$ cat config.mk
export PLATFORM = sky130hd
export DESIGN_NAME = display_pipe_flat
export DESIGN_NICKNAME = d
export VERILOG_FILES = /design/src/rtl/display_pipe_if.sv /design/src/rtl/display_pipe.sv /design/src/flat_wrapper.sv
export SDC_FILE = /design/constraint.sdc
export NUM_CORES = 1
export LEC_CHECK = 0
export CAP_MARGIN = 20
export CORE_MARGIN = 5
export CORE_UTILIZATION = 35
export CTS_CLUSTER_DIAMETER = 120
export DETAILED_ROUTE_END_ITERATION = 12
export HOLD_SLACK_MARGIN = 0.03
export REMOVE_ABC_BUFFERS = 1
export SYNTH_ARGS = -nofsm -noshare
export SYNTH_HDL_FRONTEND = slang
export SYNTH_SLANG_ARGS = --single-unit
$ cat constraint.sdc
create_clock -name clk_25M -period 2.7 [get_ports clk_25M]
set_input_delay 0.54 -clock clk_25M [delete_from_list [all_inputs] [get_ports clk_25M]]
set_output_delay 0.54 -clock clk_25M [all_outputs]
set_load 0.02 [all_outputs]
$ cat src/rtl/display_pipe_if.sv
// VGA output-stage bundle: timing-generator/ROM side inputs and DAC-side outputs.
// master drives the timing/colour side, slave is the pixel pipe.
interface display_pipe_if #(
  parameter int unsigned CW = 8
);
  logic [9:0]      H_Count_Value;
  logic [9:0]      V_Count_Value;
  logic            enable_horizontal;
  logic            enable_vertical;
  logic            hsync_in;
  logic            vsync_in;
  logic [3*CW-1:0] colour_data;
  logic [1:0]      mode;
  logic            swap_rb;

  logic [CW-1:0]   o_red;
  logic [CW-1:0]   o_green;
  logic [CW-1:0]   o_blue;
  logic            o_hsync;
  logic            o_vsync;
  logic            o_de;
  logic            o_frame_start;

  modport master (
    output H_Count_Value, V_Count_Value, enable_horizontal, enable_vertical,
           hsync_in, vsync_in, colour_data, mode, swap_rb,
    input  o_red, o_green, o_blue, o_hsync, o_vsync, o_de, o_frame_start
  );

  modport slave (
    input  H_Count_Value, V_Count_Value, enable_horizontal, enable_vertical,
           hsync_in, vsync_in, colour_data, mode, swap_rb,
    output o_red, o_green, o_blue, o_hsync, o_vsync, o_de, o_frame_start
  );
endinterface

$ cat src/rtl/display_pipe.sv
// VGA pixel output stage: aligns timing with ROM data, selects ROM or test pattern, registers outputs.
// Optional white frame border when DISPLAY_BORDER_EN is defined.
module display_pipe #(
  parameter int unsigned CW        = 8,
  parameter int unsigned PIPE_LAT  = 2,
  parameter int unsigned H_ACTIVE  = 640,
  parameter int unsigned V_ACTIVE  = 480,
  parameter bit          SYNC_IDLE = 1'b1
) (
  input logic          clk_25M,
  input logic          rst_n,
  display_pipe_if.slave vga
);

  localparam int unsigned CNT_W = 10;
  localparam int unsigned TAP_W = 2 * CNT_W + 3;
  localparam int unsigned BAR_W = H_ACTIVE >> 3;
  localparam logic [TAP_W-1:0] TAP_RST = {(2 * CNT_W + 1)'(0), SYNC_IDLE, SYNC_IDLE};

  if (CW < 1 || CW > 10 || PIPE_LAT > 7 || (H_ACTIVE % 8) != 0 || H_ACTIVE > 1024 ||
      V_ACTIVE == 0 || V_ACTIVE > 1024) begin : g_bad_param
    $error("display_pipe: parameter out of range");
  end

  logic [TAP_W-1:0] tap_in;
  logic [TAP_W-1:0] tap;

  assign tap_in = {vga.H_Count_Value, vga.V_Count_Value,
                   vga.enable_horizontal & vga.enable_vertical,
                   vga.hsync_in, vga.vsync_in};

  // Timing delay line matching the ROM read latency; sync stages park at their idle level
  if (PIPE_LAT == 0) begin : g_wire
    assign tap = tap_in;
  end else begin : g_pipe
    logic [TAP_W-1:0] stage [PIPE_LAT];

    always_ff @(posedge clk_25M) begin
      if (!rst_n) begin
        for (int i = 0; i < int'(PIPE_LAT); i++) stage[i] <= TAP_RST;
      end else begin
        stage[0] <= tap_in;
        for (int i = 1; i < int'(PIPE_LAT); i++) stage[i] <= stage[i-1];
      end
    end

    assign tap = stage[PIPE_LAT-1];
  end

  logic [CNT_W-1:0] h_d;
  logic [CNT_W-1:0] v_d;
  logic             de_d;
  logic             hs_d;
  logic             vs_d;

  assign {h_d, v_d, de_d, hs_d, vs_d} = tap;

  logic h_zero;
  logic frame_start_c;
  logic [1:0] mode_q;
  logic [1:0] mode_eff;

  assign h_zero        = (h_d == '0);
  assign frame_start_c = de_d & h_zero & (v_d == '0);
  // The frame-start pixel already uses the newly sampled mode
  assign mode_eff      = frame_start_c ? vga.mode : mode_q;

  // Colour-bar position tracking without a divider
  logic [CNT_W-1:0] pix_cnt;
  logic [2:0]       bar_cnt;
  logic             bar_ok;
  logic [CNT_W-1:0] pix_cur;
  logic [CNT_W-1:0] pix_nxt;
  logic [2:0]       bar_cur;
  logic [2:0]       bar_nxt;
  logic             bar_live;

  always_comb begin
    pix_cur  = h_zero ? '0 : pix_cnt;
    bar_cur  = h_zero ? '0 : bar_cnt;
    bar_live = bar_ok | h_zero;
    if (pix_cur == CNT_W'(BAR_W - 1)) begin
      pix_nxt = '0;
      bar_nxt = bar_cur + 3'd1;
    end else begin
      pix_nxt = pix_cur + CNT_W'(1);
      bar_nxt = bar_cur;
    end
  end

  always_ff @(posedge clk_25M) begin
    if (!rst_n) begin
      pix_cnt <= '0;
      bar_cnt <= '0;
      bar_ok  <= 1'b0;
      mode_q  <= 2'd0;
    end else begin
      if (de_d) begin
        pix_cnt <= pix_nxt;
        bar_cnt <= bar_nxt;
        if (h_zero) bar_ok <= 1'b1;
      end
      if (frame_start_c) mode_q <= vga.mode;
    end
  end

  logic [CW-1:0] red_c;
  logic [CW-1:0] green_c;
  logic [CW-1:0] blue_c;

  // Pixel source select; blank outside the active area
  always_comb begin
    red_c   = '0;
    green_c = '0;
    blue_c  = '0;
    if (de_d) begin
      case (mode_eff)
        2'd0: begin
          red_c   = vga.colour_data[CW-1:0];
          green_c = vga.colour_data[2*CW-1:CW];
          blue_c  = vga.colour_data[3*CW-1:2*CW];
          if (vga.swap_rb) begin
            red_c  = vga.colour_data[3*CW-1:2*CW];
            blue_c = vga.colour_data[CW-1:0];
          end
        end
        2'd1: begin
          // Bars until the first line start after reset would be misaligned, so hold black
          if (bar_live) begin
            red_c   = {CW{~bar_cur[1]}};
            green_c = {CW{~bar_cur[2]}};
            blue_c  = {CW{~bar_cur[0]}};
          end
        end
        2'd2: begin
          red_c   = h_d[9 -: CW];
          green_c = h_d[9 -: CW];
          blue_c  = h_d[9 -: CW];
        end
        default: begin
          red_c   = {CW{h_d[5] ^ v_d[5]}};
          green_c = {CW{h_d[5] ^ v_d[5]}};
          blue_c  = {CW{h_d[5] ^ v_d[5]}};
        end
      endcase
`ifdef DISPLAY_BORDER_EN
      if (h_zero || h_d == CNT_W'(H_ACTIVE - 1) || v_d == '0 || v_d == CNT_W'(V_ACTIVE - 1)) begin
        red_c   = '1;
        green_c = '1;
        blue_c  = '1;
      end
`else
`endif
    end
  end

  always_ff @(posedge clk_25M) begin
    if (!rst_n) begin
      vga.o_red         <= '0;
      vga.o_green       <= '0;
      vga.o_blue        <= '0;
      vga.o_hsync       <= SYNC_IDLE;
      vga.o_vsync       <= SYNC_IDLE;
      vga.o_de          <= 1'b0;
      vga.o_frame_start <= 1'b0;
    end else begin
      vga.o_red         <= red_c;
      vga.o_green       <= green_c;
      vga.o_blue        <= blue_c;
      vga.o_hsync       <= hs_d;
      vga.o_vsync       <= vs_d;
      vga.o_de          <= de_d;
      vga.o_frame_start <= frame_start_c;
    end
  end

endmodule

$ cat src/flat_wrapper.sv
// flat-port wrapper written by rule: the top's interface ports become plain ports
module display_pipe_flat 
#(
  parameter int unsigned CW        = 8,
  parameter int unsigned PIPE_LAT  = 2,
  parameter int unsigned H_ACTIVE  = 640,
  parameter int unsigned V_ACTIVE  = 480,
  parameter bit          SYNC_IDLE = 1'b1
)
  (clk_25M, rst_n, vga_H_Count_Value, vga_V_Count_Value, vga_enable_horizontal, vga_enable_vertical, vga_hsync_in, vga_vsync_in, vga_colour_data, vga_mode, vga_swap_rb, vga_o_red, vga_o_green, vga_o_blue, vga_o_hsync, vga_o_vsync, vga_o_de, vga_o_frame_start);
  display_pipe_if #(.CW(CW)) vga_i ();
  input logic clk_25M;
  input logic rst_n;
  input wire logic [$bits(vga_i.H_Count_Value)-1:0] vga_H_Count_Value;
  input wire logic [$bits(vga_i.V_Count_Value)-1:0] vga_V_Count_Value;
  input wire logic [$bits(vga_i.enable_horizontal)-1:0] vga_enable_horizontal;
  input wire logic [$bits(vga_i.enable_vertical)-1:0] vga_enable_vertical;
  input wire logic [$bits(vga_i.hsync_in)-1:0] vga_hsync_in;
  input wire logic [$bits(vga_i.vsync_in)-1:0] vga_vsync_in;
  input wire logic [$bits(vga_i.colour_data)-1:0] vga_colour_data;
  input wire logic [$bits(vga_i.mode)-1:0] vga_mode;
  input wire logic [$bits(vga_i.swap_rb)-1:0] vga_swap_rb;
  output wire logic [$bits(vga_i.o_red)-1:0] vga_o_red;
  output wire logic [$bits(vga_i.o_green)-1:0] vga_o_green;
  output wire logic [$bits(vga_i.o_blue)-1:0] vga_o_blue;
  output wire logic [$bits(vga_i.o_hsync)-1:0] vga_o_hsync;
  output wire logic [$bits(vga_i.o_vsync)-1:0] vga_o_vsync;
  output wire logic [$bits(vga_i.o_de)-1:0] vga_o_de;
  output wire logic [$bits(vga_i.o_frame_start)-1:0] vga_o_frame_start;
  assign vga_i.H_Count_Value = vga_H_Count_Value;
  assign vga_i.V_Count_Value = vga_V_Count_Value;
  assign vga_i.enable_horizontal = vga_enable_horizontal;
  assign vga_i.enable_vertical = vga_enable_vertical;
  assign vga_i.hsync_in = vga_hsync_in;
  assign vga_i.vsync_in = vga_vsync_in;
  assign vga_i.colour_data = vga_colour_data;
  assign vga_i.mode = vga_mode;
  assign vga_i.swap_rb = vga_swap_rb;
  assign vga_o_red = vga_i.o_red;
  assign vga_o_green = vga_i.o_green;
  assign vga_o_blue = vga_i.o_blue;
  assign vga_o_hsync = vga_i.o_hsync;
  assign vga_o_vsync = vga_i.o_vsync;
  assign vga_o_de = vga_i.o_de;
  assign vga_o_frame_start = vga_i.o_frame_start;
  display_pipe #(.CW(CW), .PIPE_LAT(PIPE_LAT), .H_ACTIVE(H_ACTIVE), .V_ACTIVE(V_ACTIVE), .SYNC_IDLE(SYNC_IDLE)) u_core (.clk_25M(clk_25M), .rst_n(rst_n), .vga(vga_i));
endmodule
==> results by group, run 1 <==
Status
  – Status: finished clean

Floorplanning
  – Io pins: 81
  – Core area: 9730 µm²
  – Die Y: 110 µm
  – Die area: 12,000 µm²
  – Die width: 110 µm
  – Cell Rows: 36
  – Initial Util: 0.357

Worst setup path
  – CP max stage cell: nor4_4
  – Required @ worst endpoint: 2.99 ns
  – Worst-path cell chain: nor4_4, nand3_2, and2_1, ha_1, nand3_1, nor4_4, nand2_2, or4_1, o21ai_0
  – FF-to-FF path depth: 9
  – FF-to-FF End: u_core.bar_cnt[2]$_SDFFE_PN0P_
  – Worst path top cell family by delay: simple AND/OR/NAND/NOR gates
  – Critical-path maximum fanout: 9
  – Crit path buf inv count: 0
  – Endpoint class of the critical path: flip-flop
  – CP startpoint: u_core.g_pipe.stage[0][41]$_SDFF_PN0_
  – Critical Path End: u_core.bar_cnt[2]$_SDFFE_PN0P_
  – Critical path class: flip-flop to flip-flop
  – Arrival time at the worst endpoint: 2.66 ns
  – Type of origin of the critical path: flip-flop
  – Internal reg-to-reg setup slack: 0.33 ns
  – R2R Path Start: u_core.g_pipe.stage[0][41]$_SDFF_PN0_
  – Path length in cells of the critical path: 9
  – Largest stage delay on the critical path: 0.58 ns
  – Cell repeated most along the worst path: nor4_4

CTS
  – Clock Tree Root: clkbuf_8
  – Hold-fix buffers, CTS: 0
  – Setup bufs post-CTS: 0
  – Clk slew on worst S/H paths: 0.10 ns
  – CTS sink cnt: 90
  – Longest Clk Path Bufs: 2
  – Worst skew pair latency: 0.36 ns
  – Post_cts resized: 0
  – TritonCTS clock tree: yes
  – H-tree Lvls: 3
  – CTS Buf Count: 9

Worst hold path
  – Hold WC Path Type: flip-flop to flip-flop
  – Hold Path Depth: 1
  – Min-delay src: u_core.g_pipe.stage[0][0]$_SDFF_PN1_

Synthesis
  – Mapped Cells: 354
  – Register area share after synthesis: 0.519
  – Synth Cell Area: 3470 µm²
  – Ranking of synthesized cells by area: dfxtp_1 (52%), and2_1 (8.3%), mux2i_1 (4.9%)
  – Number of flops mapped to enable cells by yosys: 0
  – Most common cell in the netlist: dfxtp_1
  – Share of the synthesized area in the top cell type: 0.519
  – Ys flop type: dfxtp_1
  – Post-synthesis async set-or-reset flop share: 0
  – Synth Warn #: 0
  – Mean area per synthesized cell: 9.80 µm²
  – Yosys reg bits: 90
  – Commonest cells in the synthesized netlist: dfxtp_1 (90), and2_1 (46), nor2_1 (23)
  – Distinct cell type count after synthesis: 46
  – Leading area contributor after synthesis: dfxtp_1

Global route
  – Remaining Overflow, GRT: 0
  – Global Route Usage Sum: 0.136
  – Global-route wire length before repair: 13.0 mm
  – Largest net degree at the start of global routing: 50
  – Initial antenna violation count: 0
  – Vias in the first global route: 2,701

Drt
  – Routed len/inst: 13.8 µm
  – Drc violations: 0
  – Pre-antenna DRT Iters: 4
  – Iter 0 DRT Violations: 179
  – DR vias: 2,827
  – Post-route ant nets: 0
  – WL final: 7.96 mm
  – Via/cell ratio: 4.91

Timing
  – Fin crit period: 2.37 ns
  – Worst-margin pin slew: 0.892 ns
  – Final Max Tran Viols: 0
  – RSZ-0062 raised after global routing: false
  – Relative slew slack: 0.405
  – FMAX: 423 MHz
  – Final setup viols: 0
  – Final worst slack: 0.334 ns
  – Final count of hold timing violations: 0
  – Clk_skew: 0.0136 ns
  – Setup TNS: 0 ns
  – Final Cycle Share: 0.876

Power and ir drop
  – Peak VDD IR: 317 µV
  – Pwr/cell area: 551 nW/µm²
  – Leakage: 0.00178 µW

Finish
  – Final net count: 493
  – Layout cells sized above 1: 0.0858
  – Post-route cell area: 4660 µm²
  – Total inserted antenna cells: 0
  – P&R area growth vs syn: 34.3%

Placed design
  – DP Wirelength: 5.85 mm
  – Gpl congestion: 0.783
  – Post-Place Worst Slack: 0.293 ns
  – Buffers on Ports: 80
  – Placed cell area: 4440 µm²

Flow run
  – Maxcap violations: 0
## cell usage in the layout (no fill, tap or decap), types with 3 or more instances in the layout
| cell type | n |
|---|---|
| o2111ai_1 | 9 |
| nand3_1 | 7 |
| a21oi_1 | 9 |
| o21ai_1 | 4 |
| clkdlybuf4s50_1 | 80 |
| clkbuf_8 | 9 |
| nand2b_1 | 11 |
| o211ai_1 | 7 |
| dfxtp_1 | 90 |
| nor2_1 | 23 |
| o21ai_0 | 19 |
| nor4_4 | 4 |
| and3_1 | 3 |
| o31ai_1 | 3 |
| buf_4 | 11 |
| nor4b_1 | 4 |
| nand4_1 | 19 |
| mux2i_1 | 17 |
| nand2_1 | 20 |
| and2_1 | 46 |
| nor3_1 | 5 |
| inv_1 | 4 |
## per-layer routing
metal / wire (µm) / track usage / part of all wire / vias to the layer above
met5: 0 / 0 / 0 / -
met4: 123 / 0.0570 / 0.015 / 0
met3: 476 / 0.0393 / 0.060 / 9
met2: 3580 / 0.210 / 0.45 / 86
met1: 3780 / 0.179 / 0.48 / 1302
li1: - / - / - / 1430
## per-stage QoR
step | util | hold WS, ns | total power (µW) | instances
final | 0.479 | 0.417 | 2570 | 576
after global routing | 0.479 | 0.432 | 2690 | 576
after CTS | 0.479 | 0.421 | 2610 | 576
after detailed placement | 0.457 | 0.396 | 1630 | 560
after global placement | 0.457 | 0.389 | 1630 | 560
after floorplan | - | 0.386 | 1490 | 336
## cell families after synthesis
group | share of synthesized area
simple gates | 0.272
mux | 0.0490
xor+xnor | 0.00252
fa+ha+maj | 0.00721
compound gates | 0.121
flops | 0.519
buf+inv | 0.0288
## final cells by class
class	count	area, µm²
timing repair buffer	91	883
clock inverter	7	95.1
inverter	6	22.5
sequential	90	1800
multi-input combinational	240	1570
clock buffer	9	124
tap	133	166
fill	950	5070
## state kept, by name (all words and copies together), names as in the netlist
signal / count
u_core.vga.o_vsync: 1
u_core.bar_cnt: 3
u_core.vga.o_green: 8
u_core.pix_cnt: 10
u_core.bar_ok: 1
u_core.g_pipe.stage: 46
u_core.mode_q: 2
u_core.vga.o_red: 8
u_core.vga.o_hsync: 1
u_core.vga.o_de: 1
u_core.vga.o_frame_start: 1
u_core.vga.o_blue: 8
## report_power, final
part,internal [µW],switching (µW),total [µW],leakage [µW]
logic,125,93.0,218,0.000936
registers,1360,13.2,1380,0.000736
clock network,455,520,975,0.000111
total,1940,626,2570,0.00178
## worst min path at each step
stage,endpoint
after floorplan,u_core.g_pipe.stage[0][23]$_SDFF_PN1_
after global placement,u_core.vga.o_vsync$_SDFF_PN1_
after detailed placement,u_core.g_pipe.stage[0][23]$_SDFF_PN1_
after CTS,u_core.g_pipe.stage[0][23]$_SDFF_PN1_
after global routing,u_core.g_pipe.stage[0][23]$_SDFF_PN1_
final,u_core.g_pipe.stage[0][23]$_SDFF_PN1_
No activity file was read; power rests on OpenSTA's default activity.
==> run 2, diff against run 1 <==
--- a/config.mk
+++ b/config.mk
@@ -5,6 +5,7 @@
 export SDC_FILE = /design/constraint.sdc
 export NUM_CORES = 1
 export LEC_CHECK = 0
+export ABC_AREA = 1
 export CAP_MARGIN = 20
 export CORE_MARGIN = 5
 export CORE_UTILIZATION = 35
==> results by group, run 2 <==
Status
  – Status: finished clean (unchanged)

Timing
  – Final count of hold timing violations: 0 (unchanged)
  – Final worst slack: 0.432 ns (was 0.334 ns)
  – FMAX: 441 MHz (was 423 MHz)
  – Setup TNS: 0 ns (unchanged)
  – Relative slew slack: 0.431 (was 0.405)
  – Worst-margin pin slew: 0.851 ns (was 0.892 ns)
  – Final Cycle Share: 0.840 (was 0.876)
  – RSZ-0062 raised after global routing: false (unchanged)
  – Fin crit period: 2.27 ns (was 2.37 ns)
  – Final setup viols: 0 (unchanged)
  – Clk_skew: 0.0104 ns (was 0.0136 ns)
  – Final Max Tran Viols: 0 (unchanged)

CTS
  – H-tree Lvls: 3 (unchanged)
  – CTS sink cnt: 90 (unchanged)
  – TritonCTS clock tree: yes (unchanged)
  – Hold-fix buffers, CTS: 0 (unchanged)
  – Clk slew on worst S/H paths: 0.09 ns (was 0.10 ns)
  – Clock Tree Root: clkbuf_8 (unchanged)
  – Setup bufs post-CTS: 0 (unchanged)
  – Post_cts resized: 0 (unchanged)
  – Worst skew pair latency: 0.35 ns (was 0.36 ns)
  – CTS Buf Count: 9 (unchanged)
  – Longest Clk Path Bufs: 2 (unchanged)

Synthesis
  – Most common cell in the netlist: dfxtp_1 (unchanged)
  – Number of flops mapped to enable cells by yosys: 0 (unchanged)
  – Commonest cells in the synthesized netlist: dfxtp_1 (90), nand2_1 (87), nand3_1 (76) (was dfxtp_1 (90), and2_1 (46), nor2_1 (23))
  – Share of the synthesized area in the top cell type: 0.480 (was 0.519)
  – Synth Warn #: 0 (unchanged)
  – Ranking of synthesized cells by area: dfxtp_1 (48%), nand3_1 (10%), nand2_1 (8.7%) (was dfxtp_1 (52%), and2_1 (8.3%), mux2i_1 (4.9%))
  – Post-synthesis async set-or-reset flop share: 0 (unchanged)
  – Mapped Cells: 486 (was 354)
  – Leading area contributor after synthesis: dfxtp_1 (unchanged)
  – Synth Cell Area: 3760 µm² (was 3470 µm²)
  – Yosys reg bits: 90 (unchanged)
  – Ys flop type: dfxtp_1 (unchanged)
  – Distinct cell type count after synthesis: 27 (was 46)
  – Register area share after synthesis: 0.480 (was 0.519)
  – Mean area per synthesized cell: 7.73 µm² (was 9.80 µm²)

Worst hold path
  – Hold WC Path Type: flip-flop to flip-flop (unchanged)
  – Min-delay src: u_core.g_pipe.stage[0][23]$_SDFF_PN1_ (was u_core.g_pipe.stage[0][0]$_SDFF_PN1_)
  – Worst Hold End: u_core.vga.o_vsync$_SDFF_PN1_ (was u_core.g_pipe.stage[0][23]$_SDFF_PN1_)
  – Hold Path Depth: 1 (unchanged)

Finish
  – Fill cells: 1,038 (was 950)
  – Biggest register: u_core.g_pipe.stage (unchanged)
  – P&R area growth vs syn: 29.1% (was 34.3%)
  – Final net count: 620 (was 493)
  – Highest-count cells in the layout ignoring fill and taps: dfxtp_1 (90), nand2_1 (87), clkdlybuf4s50_1 (80) (was dfxtp_1 (90), clkdlybuf4s50_1 (80), and2_1 (46))
  – Total inserted antenna cells: 0 (unchanged)
  – Max reg flops: 46 (unchanged)
  – Layout cells sized above 1: 0.114 (was 0.0858)
  – Final std cells w/o fill: 706 (was 576)
  – Biggest regs: u_core.g_pipe.stage x46, u_core.pix_cnt x10 (unchanged)
  – Commonest non-fill, non-tap cell in the layout: dfxtp_1 (unchanged)

Worst setup path
  – Critical path class: flip-flop to flip-flop (unchanged)
  – Type of origin of the critical path: flip-flop (unchanged)
  – R2R Path Start: u_core.g_pipe.stage[0][45]$_SDFF_PN0_ (was u_core.g_pipe.stage[0][41]$_SDFF_PN0_)
  – Critical-path maximum fanout: 24 (was 9)
  – Required @ worst endpoint: 2.99 ns (about the same)
  – Arrival time at the worst endpoint: 2.56 ns (was 2.66 ns)
  – Largest stage delay on the critical path: 0.72 ns (was 0.58 ns)
  – FF-to-FF End: u_core.vga.o_red[0]$_SDFF_PN0_ (was u_core.bar_cnt[2]$_SDFFE_PN0P_)
  – CP max stage cell: nor3_4 (was nor4_4)
  – FF-to-FF path depth: 9 (unchanged)
  – Endpoint class of the critical path: flip-flop (unchanged)
  – Worst-path cell chain: nor2_2, nand3_4, nor2_8, nand3_4, nand2_1, nand2_2, nor3_4, nor2_1, nor2_1 (was nor4_4, nand3_2, and2_1, ha_1, nand3_1, nor4_4, nand2_2, or4_1, o21ai_0)
  – Internal reg-to-reg setup slack: 0.43 ns (was 0.33 ns)

Flow run
  – Maxcap violations: 0 (unchanged)

Placed design
  – Gpl congestion: 0.839 (was 0.783)
  – Buffers on Ports: 80 (unchanged)
  – DP Wirelength: 6.06 mm (was 5.85 mm)
  – Post-Place Worst Slack: 0.243 ns (was 0.293 ns)
  – Cells after DPL: 690 (was 560)

Power and ir drop
  – Leakage: 0.00230 µW (was 0.00178 µW)
  – Pwr/cell area: 511 nW/µm² (was 551 nW/µm²)
  – Peak VDD IR: 307 µV (was 317 µV)
  – Pwr Total: 2480 µW (was 2570 µW)

Drt
  – Routed len/inst: 11.5 µm (was 13.8 µm)
  – DR vias: 3,189 (was 2,827)
  – WL final: 8.15 mm (was 7.96 mm)
  – Iter 0 DRT Violations: 149 (was 179)
  – Pre-antenna DRT Iters: 4 (unchanged)
  – Via/cell ratio: 4.52 (was 4.91)
  – Max Used Layer: met4 (unchanged)
  – Met1 wire length: 3.72 mm (was 3.78 mm)
  – Metal2 WL: 3.78 mm (was 3.58 mm)
  – Met3 WL post-DR: 469 µm (was 476 µm)
  – Post-route ant nets: 0 (unchanged)
  – Drc violations: 0 (unchanged)

Floorplanning
  – Io pins: 81 (unchanged)
  – Cell Rows: 37 (was 36)
  – Die width: 114 µm (was 110 µm)
  – Core area: 10,400 µm² (was 9730 µm²)
  – Die area: 12,900 µm² (was 12,000 µm²)
  – Die Y: 114 µm (was 110 µm)
  – Initial Util: 0.361 (was 0.357)

Global route
  – Largest net degree at the start of global routing: 26 (was 50)
  – Global-route wire length before repair: 13.8 mm (was 13.0 mm)
  – Global Route Usage Sum: 0.132 (was 0.136)
  – Vias in the first global route: 3,007 (was 2,701)
  – Initial antenna violation count: 0 (unchanged)
  – Remaining Overflow, GRT: 0 (unchanged)
==> run 2: cell count changes after synthesis, moves of 17 or more <==
cell,before,now
nand2_1,20,87
and2_1,46,0
mux2i_1,17,0
nor2_1,23,74
inv_1,4,66
nand3_1,7,76
==> run 2: report_power, final <==
part           internal, µW  switching (µW)  total [µW]
combinational           151             130         281
clock                   359             464         823
sequential             1360            11.7        1380
==> run 2: cell type report <==
cell class	count	area [µm²]	area share
multi-input cells	308	1570	0.325
flip-flops and latches	90	1800	0.372
inverters	66	248	0.0511
well taps	136	170	0.0351
repair buffers	90	876	0.181
clock buffers	10	138	0.0284
clock inverters	6	41.3	0.00852
==> run 2: kinds of logic after synthesis <==
kind of cell	share of synthesized area
adders and majority gates	0.00666
muxes	0.0480
buffers and inverters	0.101
xor gates and xnor gates	0.00233
and+or+nand+nor	0.330
AOI/OAI and AO/OA	0.0323
DFF	0.480
==> run 2: how the worst max path moves through the flow <==
stage,start,endpoint,slack [ns],cells past startpoint
after floorplan,u_core.g_pipe.stage[0][42]$_SDFF_PN0_,u_core.vga.o_blue[0]$_SDFF_PN0_,0.70,9
after global placement,vga_mode[1],u_core.vga.o_blue[1]$_SDFF_PN0_,0.31,7
after detailed placement,vga_mode[1],u_core.vga.o_green[0]$_SDFF_PN0_,0.24,7
after CTS,u_core.g_pipe.stage[0][45]$_SDFF_PN0_,u_core.vga.o_green[0]$_SDFF_PN0_,0.40,9
after global routing,u_core.g_pipe.stage[0][40]$_SDFF_PN0_,u_core.vga.o_red[5]$_SDFF_PN0_,0.17,9
final,u_core.g_pipe.stage[0][45]$_SDFF_PN0_,u_core.vga.o_red[0]$_SDFF_PN0_,0.43,9
==> run 2: metal layers <==
| metal | track usage | vias to the layer above |
|---|---|---|
| met2 | 0.209 | 85 |
| met5 | 0 | - |
| met4 | 0.0617 | 0 |
| met1 | 0.165 | 1413 |
| met3 | 0.0371 | 12 |
| li1 | - | 1679 |
==> run 2: critical path: cells and delay by family, from the launching register on <==
kind	cells	cell delay (ns)
flops	1	0.33
simple gates	9	1.88
==> run 2: metrics by stage <==
| stage | hold WS (ns) | util | area (µm²) |
|---|---|---|---|
| after floorplan | 0.390 | - | 3620 |
| after global placement | 0.393 | 0.448 | 4670 |
| final | 0.413 | 0.465 | 4850 |
| after detailed placement | 0.396 | 0.448 | 4670 |
| after global routing | 0.435 | 0.465 | 4850 |
| after CTS | 0.416 | 0.465 | 4850 |
==> run 3, diff against run 2 <==
==> constraint.sdc (replaced) <==
create_clock -name clk_25M -period 1.93 [get_ports clk_25M]
set_input_delay 0.386 -clock clk_25M [delete_from_list [all_inputs] [get_ports clk_25M]]
set_output_delay 0.386 -clock clk_25M [all_outputs]
set_load 0.02 [all_outputs]
==> results by group, run 3 (synthesis results as in run 2) <==
CTS
  – TritonCTS clock tree: yes (unchanged)
  – Clk slew on worst S/H paths: 0.10 ns (was 0.09 ns)
  – H-tree Lvls: 3 (unchanged)
  – Longest Clk Path Bufs: 2 (unchanged)
  – Clock Tree Root: clkbuf_8 (unchanged)
  – CTS Buf Count: 9 (unchanged)
  – CTS sink cnt: 90 (unchanged)
  – Hold-fix buffers, CTS: 0 (unchanged)
  – Worst skew pair latency: 0.36 ns (was 0.35 ns)

Floorplanning
  – Die area: 12,900 µm² (unchanged)
  – Cell Rows: 37 (unchanged)
  – Initial Util: 0.361 (unchanged)
  – Core area: 10,400 µm² (unchanged)
  – Io pins: 81 (unchanged)
  – Die width: 114 µm (unchanged)
  – Die Y: 114 µm (unchanged)

Power and ir drop
  – Pwr/cell area: 691 nW/µm² (was 511 nW/µm²)
  – Pwr Total: 3560 µW (was 2480 µW)
  – Leakage: 0.00240 µW (was 0.00230 µW)
  – Peak VDD IR: 476 µV (was 307 µV)

Global route
  – Initial antenna violation count: 0 (unchanged)
  – Global Route Usage Sum: 0.135 (was 0.132)
  – Vias in the first global route: 3,071 (was 3,007)
  – Largest net degree at the start of global routing: 45 (was 26)
  – Remaining Overflow, GRT: 0 (unchanged)
  – Global-route wire length before repair: 14.2 mm (was 13.8 mm)

Timing
  – Relative slew slack: 0.740 (was 0.431)
  – Fin crit period: 1.81 ns (was 2.27 ns)
  – FMAX: 552 MHz (was 441 MHz)
  – Final setup viols: 0 (unchanged)
  – Final count of hold timing violations: 0 (unchanged)
  – Worst-margin pin slew: 0.389 ns (was 0.851 ns)
  – Clk_skew: 0.00799 ns (was 0.0104 ns)
  – Final Cycle Share: 0.939 (was 0.840)
  – RSZ-0062 raised after global routing: true (was false)
  – Final Max Tran Viols: 0 (unchanged)

Worst setup path
  – Worst-path cell chain: nor2_1, nand2_2, buf_12, nor3_4, nand3_1, nand2_1, nand3_2, nand3_1, nor2_1, nor2_1 (was nor2_2, nand3_4, nor2_8, nand3_4, nand2_1, nand2_2, nor3_4, nor2_1, nor2_1)
  – Type of origin of the critical path: flip-flop (unchanged)
  – Critical-path maximum fanout: 8 (was 24)
  – Required @ worst endpoint: 2.22 ns (was 2.99 ns)
  – Largest stage delay on the critical path: 0.32 ns (was 0.72 ns)
  – Worst path top cell family by delay: simple AND/OR/NAND/NOR gates (unchanged)
  – FF-to-FF path depth: 10 (was 9)
  – R2R Path Start: u_core.g_pipe.stage[0][39]$_SDFF_PN0_ (was u_core.g_pipe.stage[0][45]$_SDFF_PN0_)
  – Arrival time at the worst endpoint: 2.10 ns (was 2.56 ns)
  – Critical path class: flip-flop to flip-flop (unchanged)
  – Endpoint class of the critical path: flip-flop (unchanged)
  – Crit path buf inv count: 1 (was 0)
  – FF-to-FF End: u_core.vga.o_blue[7]$_SDFF_PN0_ (was u_core.vga.o_red[0]$_SDFF_PN0_)
  – Cell repeated most along the worst path: nor2_1
  – Internal reg-to-reg setup slack: 0.12 ns (was 0.43 ns)
  – CP max stage cell: dfxtp_1 (was nor3_4)

Finish
  – Biggest register: u_core.g_pipe.stage (unchanged)
  – Layout cells sized above 1: 0.174 (was 0.114)
  – Commonest non-fill, non-tap cell in the layout: dfxtp_1 (unchanged)
  – Max reg flops: 46 (unchanged)
  – Total inserted antenna cells: 0 (unchanged)
  – Utilization after layout: 0.495 (was 0.465)
  – Biggest regs: u_core.g_pipe.stage x46, u_core.pix_cnt x10 (unchanged)
  – Post-route cell area: 5150 µm² (was 4850 µm²)
  – Highest-count cells in the layout ignoring fill and taps: dfxtp_1 (86), nand2_1 (84), clkdlybuf4s50_1 (80) (was dfxtp_1 (90), nand2_1 (87), clkdlybuf4s50_1 (80))
  – Final net count: 636 (was 620)
  – P&R area growth vs syn: 37.1% (was 29.1%)

Status
  – Status: finished clean (unchanged)

Drt
  – Via/cell ratio: 4.58 (was 4.52)
  – Post-route ant nets: 0 (unchanged)
  – WL final: 8.66 mm (was 8.15 mm)
  – Routed len/inst: 12.0 µm (was 11.5 µm)
  – Iter 0 DRT Violations: 162 (was 149)
  – Drc violations: 0 (unchanged)
  – Pre-antenna DRT Iters: 4 (unchanged)
  – DR vias: 3,310 (was 3,189)

Flow run
  – Maxcap violations: 0 (unchanged)

Placed design
  – DP Wirelength: 6.32 mm (was 6.06 mm)
  – Gpl congestion: 0.826 (was 0.839)
  – Placed cell area: 4790 µm² (was 4670 µm²)
  – Buffers on Ports: 80 (unchanged)

Worst hold path
  – Hold Path Depth: 2 (was 1)
  – Min-delay src: u_core.g_pipe.stage[0][18]$_SDFF_PN0_ (was u_core.g_pipe.stage[0][23]$_SDFF_PN1_)
  – Hold WC Path Type: flip-flop to flip-flop (unchanged)
  – Worst Hold End: u_core.g_pipe.stage[0][41]$_SDFF_PN0_ (was u_core.vga.o_vsync$_SDFF_PN1_)
==> run 3: cell count changes in the layout (fill, tap and decap cells not counted), moves of 3 or more <==
cell | before | now
nor2_4 | 0 | 3
nand2_1 | 87 | 84
nand3_1 | 76 | 71
buf_4 | 10 | 16
dfxtp_1 | 90 | 86
dfxtp_2 | 0 | 3
nand3_2 | 3 | 6
buf_12 | 0 | 5
nor2_1 | 74 | 69
buf_6 | 0 | 4
==> run 3: repair_timing <==
item	4_1_cts	5_1_grt
gates resized for setup	3	32
pin swaps	2	6
endpoints found under the setup margin	8	33
buffers inserted	2	5
gates cloned	0	1
==> run 3: tightest hold or removal path, delay by kind of cell, from the launching register on <==
| family | cells | cell delay, ns |
|---|---|---|
| simple gates | 1 | 0.05 |
| flops | 1 | 0.31 |
| buf+inv | 1 | 0.03 |
==> run 3: how the worst max path moves through the flow <==
stage                                                from                                to  slack, ns  cells after the start
floorplan           u_core.g_pipe.stage[0][42]$_SDFF_PN0_   u_core.vga.o_blue[0]$_SDFF_PN0_      -0.07                      9
global placement    u_core.g_pipe.stage[0][42]$_SDFF_PN0_    u_core.pix_cnt[3]$_SDFFE_PN0P_     -0.005                     13
detailed placement  u_core.g_pipe.stage[0][42]$_SDFF_PN0_    u_core.pix_cnt[3]$_SDFFE_PN0P_      -0.01                     13
CTS                 u_core.g_pipe.stage[0][39]$_SDFF_PN0_    u_core.pix_cnt[3]$_SDFFE_PN0P_       0.02                     13
global route        u_core.g_pipe.stage[0][41]$_SDFF_PN0_  u_core.vga.o_green[1]$_SDFF_PN0_      -0.04                     10
finish              u_core.g_pipe.stage[0][39]$_SDFF_PN0_   u_core.vga.o_blue[7]$_SDFF_PN0_       0.12                     10
==> run 3: per-stage QoR <==
step	hold slack [ns]	cells	worst slack [ns]	TNS, ns
after global routing	0.429	722	-0.0374	-0.140
final	0.412	722	0.117	0
after detailed placement	0.397	698	-0.00992	-0.0235
after global placement	0.395	698	-0.00481	-0.00481
after floorplan	0.390	464	-0.0692	-1.71
after CTS	0.414	716	0.0169	0
==> run 3: area by class of cell <==
class | instances | area [µm²]
Clock inverter | 7 | 60.1
Tap cell | 136 | 170
Sequential cell | 90 | 1810
Timing Repair Buffer | 105 | 1070
Fill cell | 1019 | 5270
Inverter | 66 | 250
Multi-Input combinational cell | 309 | 1670
Clock buffer | 9 | 124
==> run 3: layer usage <==
layer | up-vias | track usage | wire length, µm
met2 | 92 | 0.210 | 4030
met1 | 1487 | 0.181 | 4030
met4 | 0 | 0.0617 | 191
li1 | 1713 | - | -
met3 | 18 | 0.0276 | 416
met5 | - | 0 | 0
==> run 3: power by group <==
part / switching [µW] / leakage [µW] / internal (µW) / total, µW
sequential: 17.9 / 0.000738 / 1910 / 1930
combinational: 198 / 0.00158 / 239 / 437
clock: 707 / 0.0000897 / 490 / 1200
total: 923 / 0.00240 / 2640 / 3560
==> RTL change 1, RTL diff (flow settings as in run 1) <==
Reset style: asynchronous (`rst_n`), changed in 3 clocked blocks.
--- a/src/rtl/display_pipe.sv
+++ b/src/rtl/display_pipe.sv
@@ -37,3 +37,3 @@
 
-    always_ff @(posedge clk_25M) begin
+    always_ff @(posedge clk_25M or negedge rst_n) begin
       if (!rst_n) begin
@@ -90,3 +90,3 @@
 
-  always_ff @(posedge clk_25M) begin
+  always_ff @(posedge clk_25M or negedge rst_n) begin
     if (!rst_n) begin
@@ -156,3 +156,3 @@
 
-  always_ff @(posedge clk_25M) begin
+  always_ff @(posedge clk_25M or negedge rst_n) begin
     if (!rst_n) begin
Formal check against the unedited RTL: differs if rst_n is asserted again (counterexample within 4 cycles, from zero or initial values and one cycle with rst_n low); with rst_n held inactive, the same outputs for 10 cycles.
==> RTL change 1 against run 1 <==
Area after synthesis rose by 15%; final area grew 12%; sequential cell count did not move; power is 21% higher; wire length grew 20%; first-iteration DRC count up 19%; worst setup slack got worse by 0.095 ns; final cell count is 0.17% higher; largest power group unchanged; highest routed layer unchanged.
==> RTL change 1: results (changes against run 1) <==
* Outcome: finished clean
* Clock latency on the worst-skew pair at 0.33 ns (-0.03 ns)
* Fraction of layout cells with a size suffix above 1 at 15.4% (+6.9 points)
* Reg-to-Reg Start: u_core.pix_cnt[7]
* Post-DP HPWL at 6.73 mm (+15%)
* Setup WS pre-CTS at 0.287 ns (-0.00642 ns)
* Clock-pin slew on the worst setup and hold paths at 0.07 ns (-0.03 ns)
* Hold crit path type: in -> async
* Vias in the first global route at 3034 (+12%)
* Fraction of registers with async set/reset at 100% (+100 points)
* Post-Layout Cell Count at 577 (+0.17%)
* Reg2reg end: u_core.bar_cnt[2]
* Routability cong. at 0.814 (+3.9%)
* Most common library cells after synthesis: 84 x dfrtp_1, 34 x nor3_1, 33 x a21oi_1
* CP max stage delay at 0.87 ns (+0.29 ns)
* Crit Path Max Fanout at 12 (+3)
* Clock Skews at 0.00810 ns (-0.00550 ns)
* Final net count at 484 (-1.8%)
* Iter 0 DRT Violations at 213 (+19%)
* Largest net degree at the start of global routing at 49 (-2.0%)
* Peak supply drop at 0.391 mV (+23%)
* Vias at 3053 (+8.0%)
* Drt wl/cell at 16.5 um (+20%)
* Arrival time of the worst setup path at 2.67 ns (about the same)
* R2r setup slk at 0.24 ns (-0.09 ns)
* Reg2Reg Depth at 5 (-4)
* Global-route wire length before repair at 15.5 mm (+20%)
* Flip-flop and latch power at 1.49 mW (+8%)
[RTL change 1: cell count changes after synthesis, sizes merged, moves of 25 or more]
cell | run 1 | this run
and2 | 46 | 6
dfxtp | 90 | 0
a211oi | 2 | 34
a21oi | 9 | 34
nor3 | 5 | 34
dfrtp | 0 | 84
[RTL change 1: per-layer routing]
layer,routed length [um],up-vias,track usage [%]
met5,0,-,0
met4,195,0,6.19
met3,658,11,3.01
met2,4590,119,23.2
met1,4080,1477,19.9
li1,-,1446,-
[RTL change 1: logic make-up after synthesis]
| logic type | share of synthesized area, % |
|---|---|
| XOR/XNOR | 0.220 |
| multiplexers | 4.59 |
| flip-flops | 56.7 |
| AO/OA/AOI/OAI | 18.3 |
| buffers and inverters | 4.34 |
| AND/OR/NAND/NOR | 15.2 |
| adder cells (fa/ha/maj) | 0.628 |
[RTL change 1: worst max-delay path by stage]
stage	start	endpoint	slack (ns)	depth (start not counted)
6_report	u_core.pix_cnt[7]	u_core.bar_cnt[2]	0.24	5
5_1_grt	u_core.tap[18]	u_core.pix_cnt[8]	0.13	9
4_1_cts	u_core.tap[18]	u_core.bar_cnt[2]	0.29	9
3_3_place_gp	u_core.tap[18]	u_core.pix_cnt[5]	0.37	8
3_5_place_dp	u_core.tap[22]	u_core.pix_cnt[5]	0.29	8
2_1_floorplan	u_core.tap[22]	u_core.vga.o_red[0]	0.13	5
[RTL change 1: final cells by class]
type	count	area (um^2)	share of cell area (%)
Inverter	5	18.8	0.360
Timing Repair Buffer	94	903	17.3
Sequential cell	90	2260	43.3
Clock inverter	6	75.1	1.44
Multi-Input combinational cell	229	1550	29.7
Clock buffer	10	229	4.39
Tap cell	143	179	3.43
==> RTL change 2, RTL diff (settings of run 1) <==
Without the edit above. `CW` is set to 8 in 3 places; all go to 7.
--- a/src/rtl/display_pipe_if.sv
+++ b/src/rtl/display_pipe_if.sv
@@ -3,3 +3,3 @@
 interface display_pipe_if #(
-  parameter int unsigned CW = 8
+  parameter int unsigned CW = 7
 );
--- a/src/rtl/display_pipe.sv
+++ b/src/rtl/display_pipe.sv
@@ -3,3 +3,3 @@
 module display_pipe #(
-  parameter int unsigned CW        = 8,
+  parameter int unsigned CW        = 7,
   parameter int unsigned PIPE_LAT  = 2,
--- a/src/flat_wrapper.sv
+++ b/src/flat_wrapper.sv
@@ -3,3 +3,3 @@
 #(
-  parameter int unsigned CW        = 8,
+  parameter int unsigned CW        = 7,
   parameter int unsigned PIPE_LAT  = 2,
Ports: changed (resized vga_colour_data, vga_o_blue, vga_o_green and vga_o_red); port bits go from 81 to 75. The function was not compared with the original's and may differ.
==> RTL change 2 against run 1 <==
Final area down 5.5%; sequential cell count decreased by 3; final cell count down 4.3%; area after synthesis down 3.0%; sequential share of layout area rose by 0.88 points; worst setup slack got worse by 0.0027 ns; sequential power is 4% lower; global-route usage is 0.57 points lower; wire length down 8.2%; power down 9.2%.
==> RTL change 2: results (changes against run 1) <==
* Clock buffer depth at 2 (unchanged)
* Setup Fix Bufs, Post-CTS at 0 (unchanged)
* CTS Buf Count at 9 (unchanged)
* Crit Path Max Fanout at 6 (-3)
* Vias at 2676 (-5.3%)
* Final net count at 469 (-4.9%)
* Drt wl/cell at 13.2 um (-4.1%)
* Measured slew at the worst slew-check pin at 0.641 ns (-0.250 ns)
* Arrival time of the worst setup path at 2.64 ns (-0.02 ns)
* Synth unique cells at 44 (-4.3%)
* Post-DP HPWL at 5.37 mm (-8.1%)
* Most common cell after layout, fill and taps aside: dfxtp_1
* Most common library cells after synthesis: 87 x dfxtp_1, 45 x and2_1, 27 x nand4_1, 27 x o21ai_0, 15 x nand2_1
* Global-route wire length before repair at 12.3 mm (-5.0%)
* Register area share after synthesis at 51.7% (-0.18 points)
* Switching share of power at 22.6% (-1.8 points)
* Vias in the first global route at 2615 (-3.2%)
* Hold crit path type: reg -> reg
* Diode count at 0 (unchanged)
* Post-route ant nets at 0 (unchanged)
* Fraction of registers with async set/reset at 0% (unchanged)
* Largest regs: u_core.g_pipe.stage: 46 flops, u_core.pix_cnt: 10 flops
* Hold path depth at 1 (unchanged)
* Post-CTS Resized at 0 (unchanged)
* Routability cong. at 0.757 (-3.4%)
* Peak supply drop at 0.215 mV (-32%)
* GRT overflow at 0 (unchanged)
* Largest net degree at the start of global routing at 51 (+2.0%)
* Drt first pass iters at 4 (unchanged)
* Clk Tree Root Cell: clkbuf_8
* Outcome: finished clean
* Fraction of layout cells with a size suffix above 1 at 10.9% (+2.3 points)
* Htree depth at 3 (unchanged)
* Clock-pin slew on the worst setup and hold paths at 0.08 ns (-0.02 ns)
* Initial antenna violation count at 0 (unchanged)
* Slew Viols, Final at 0 (unchanged)
* GRT Total Usage at 13.1% (-0.57 points)
* Clock Skews at 0.0105 ns (-0.00314 ns)
* Number of buffers added on ports at 74 (-7.5%)
* Leak at 1.66 nW (-6.7%)
* Synth top area cells: dfxtp_1 52%, and2_1 8.4%, nand4_1 5.0%, mux2_2 4.7%, o21ai_0 4.0%
* Iter 0 DRT Violations at 149 (-17%)
* Reg2Reg Depth at 9 (unchanged)
* Clock latency on the worst-skew pair at 0.34 ns (-0.02 ns)
* Syn. warnings at 0 (unchanged)
RTL change 2: kinds of logic after synthesis:
group / count (synthesis) / share of synthesized area (%)
AOI/OAI and AO/OA: 59 / 10.4
DFF: 87 / 51.7
xor gates and xnor gates: 3 / 0.781
buffers and inverters: 25 / 3.75
and+or+nand+nor: 151 / 27.5
adders and majority gates: 2 / 0.743
muxes: 15 / 4.98
RTL change 2: worst paths after layout:
path,startpoint,to,slack [ns]
worst min-delay path,u_core.g_pipe.stage[0][1],u_core.g_pipe.stage[0][24],0.41
worst max-delay path,u_core.g_pipe.stage[0][45],u_core.pix_cnt[9],0.33
worst min register to register,u_core.g_pipe.stage[0][1],u_core.g_pipe.stage[0][24],0.41
worst max register to register,u_core.g_pipe.stage[0][45],u_core.pix_cnt[9],0.33
RTL change 2: per-stage QoR:
step / std cells / power, mW / hold WS, ns / setup slack (ns) / instance area, um^2
after floorplan: 323 / 1.45 / 0.386 / 0.0722 / 3260
after global placement: 535 / 1.57 / 0.390 / 0.365 / 4230
after detailed placement: 535 / 1.57 / 0.394 / 0.337 / 4230
after CTS: 551 / 2.37 / 0.414 / 0.331 / 4410
after global routing: 551 / 2.45 / 0.433 / 0.0935 / 4410
final: 551 / 2.33 / 0.412 / 0.331 / 4410
RTL change 2: worst max-delay path, cell delays in order, from the launching register on:
cell and delay [ns]:
dfxtp_1 0.33, nor4_1 0.42, nand3_1 0.19, and2_1 0.20, ha_1 0.22, nand3_1 0.16
nor4_4 0.07, nor2_1 0.13, or4b_1 0.43, a31oi_1 0.15
RTL change 2: power groups by stage:
| stage | clock network (mW) | registers, mW | logic [mW] |
|---|---|---|---|
| 4_1_cts | 0.829 | 1.33 | 0.212 |
| 3_3_place_gp | 0 | 1.36 | 0.210 |
| 3_5_place_dp | 0 | 1.36 | 0.211 |
| 5_1_grt | 0.887 | 1.34 | 0.230 |
| 2_1_floorplan | 0 | 1.37 | 0.0810 |
| 6_report | 0.794 | 1.33 | 0.209 |
RTL change 2: layout make-up:
class                      count  area (um^2)
clock buffer                  12          145
tap                          129          161
timing repair buffer          83          808
clock inverter                 4         28.8
inverter                       6         22.5
multi-input combinational    230         1500
fill                         890         4920
sequential                    87         1740
RTL change 2: routing by layer:
layer	global-route usage [%]	vias up	routed length, um
met3	2.99	9	499
li1	-	1376	-
met1	17.6	1209	3440
met5	0	-	0
met4	4.96	0	95
met2	20.4	82	3260
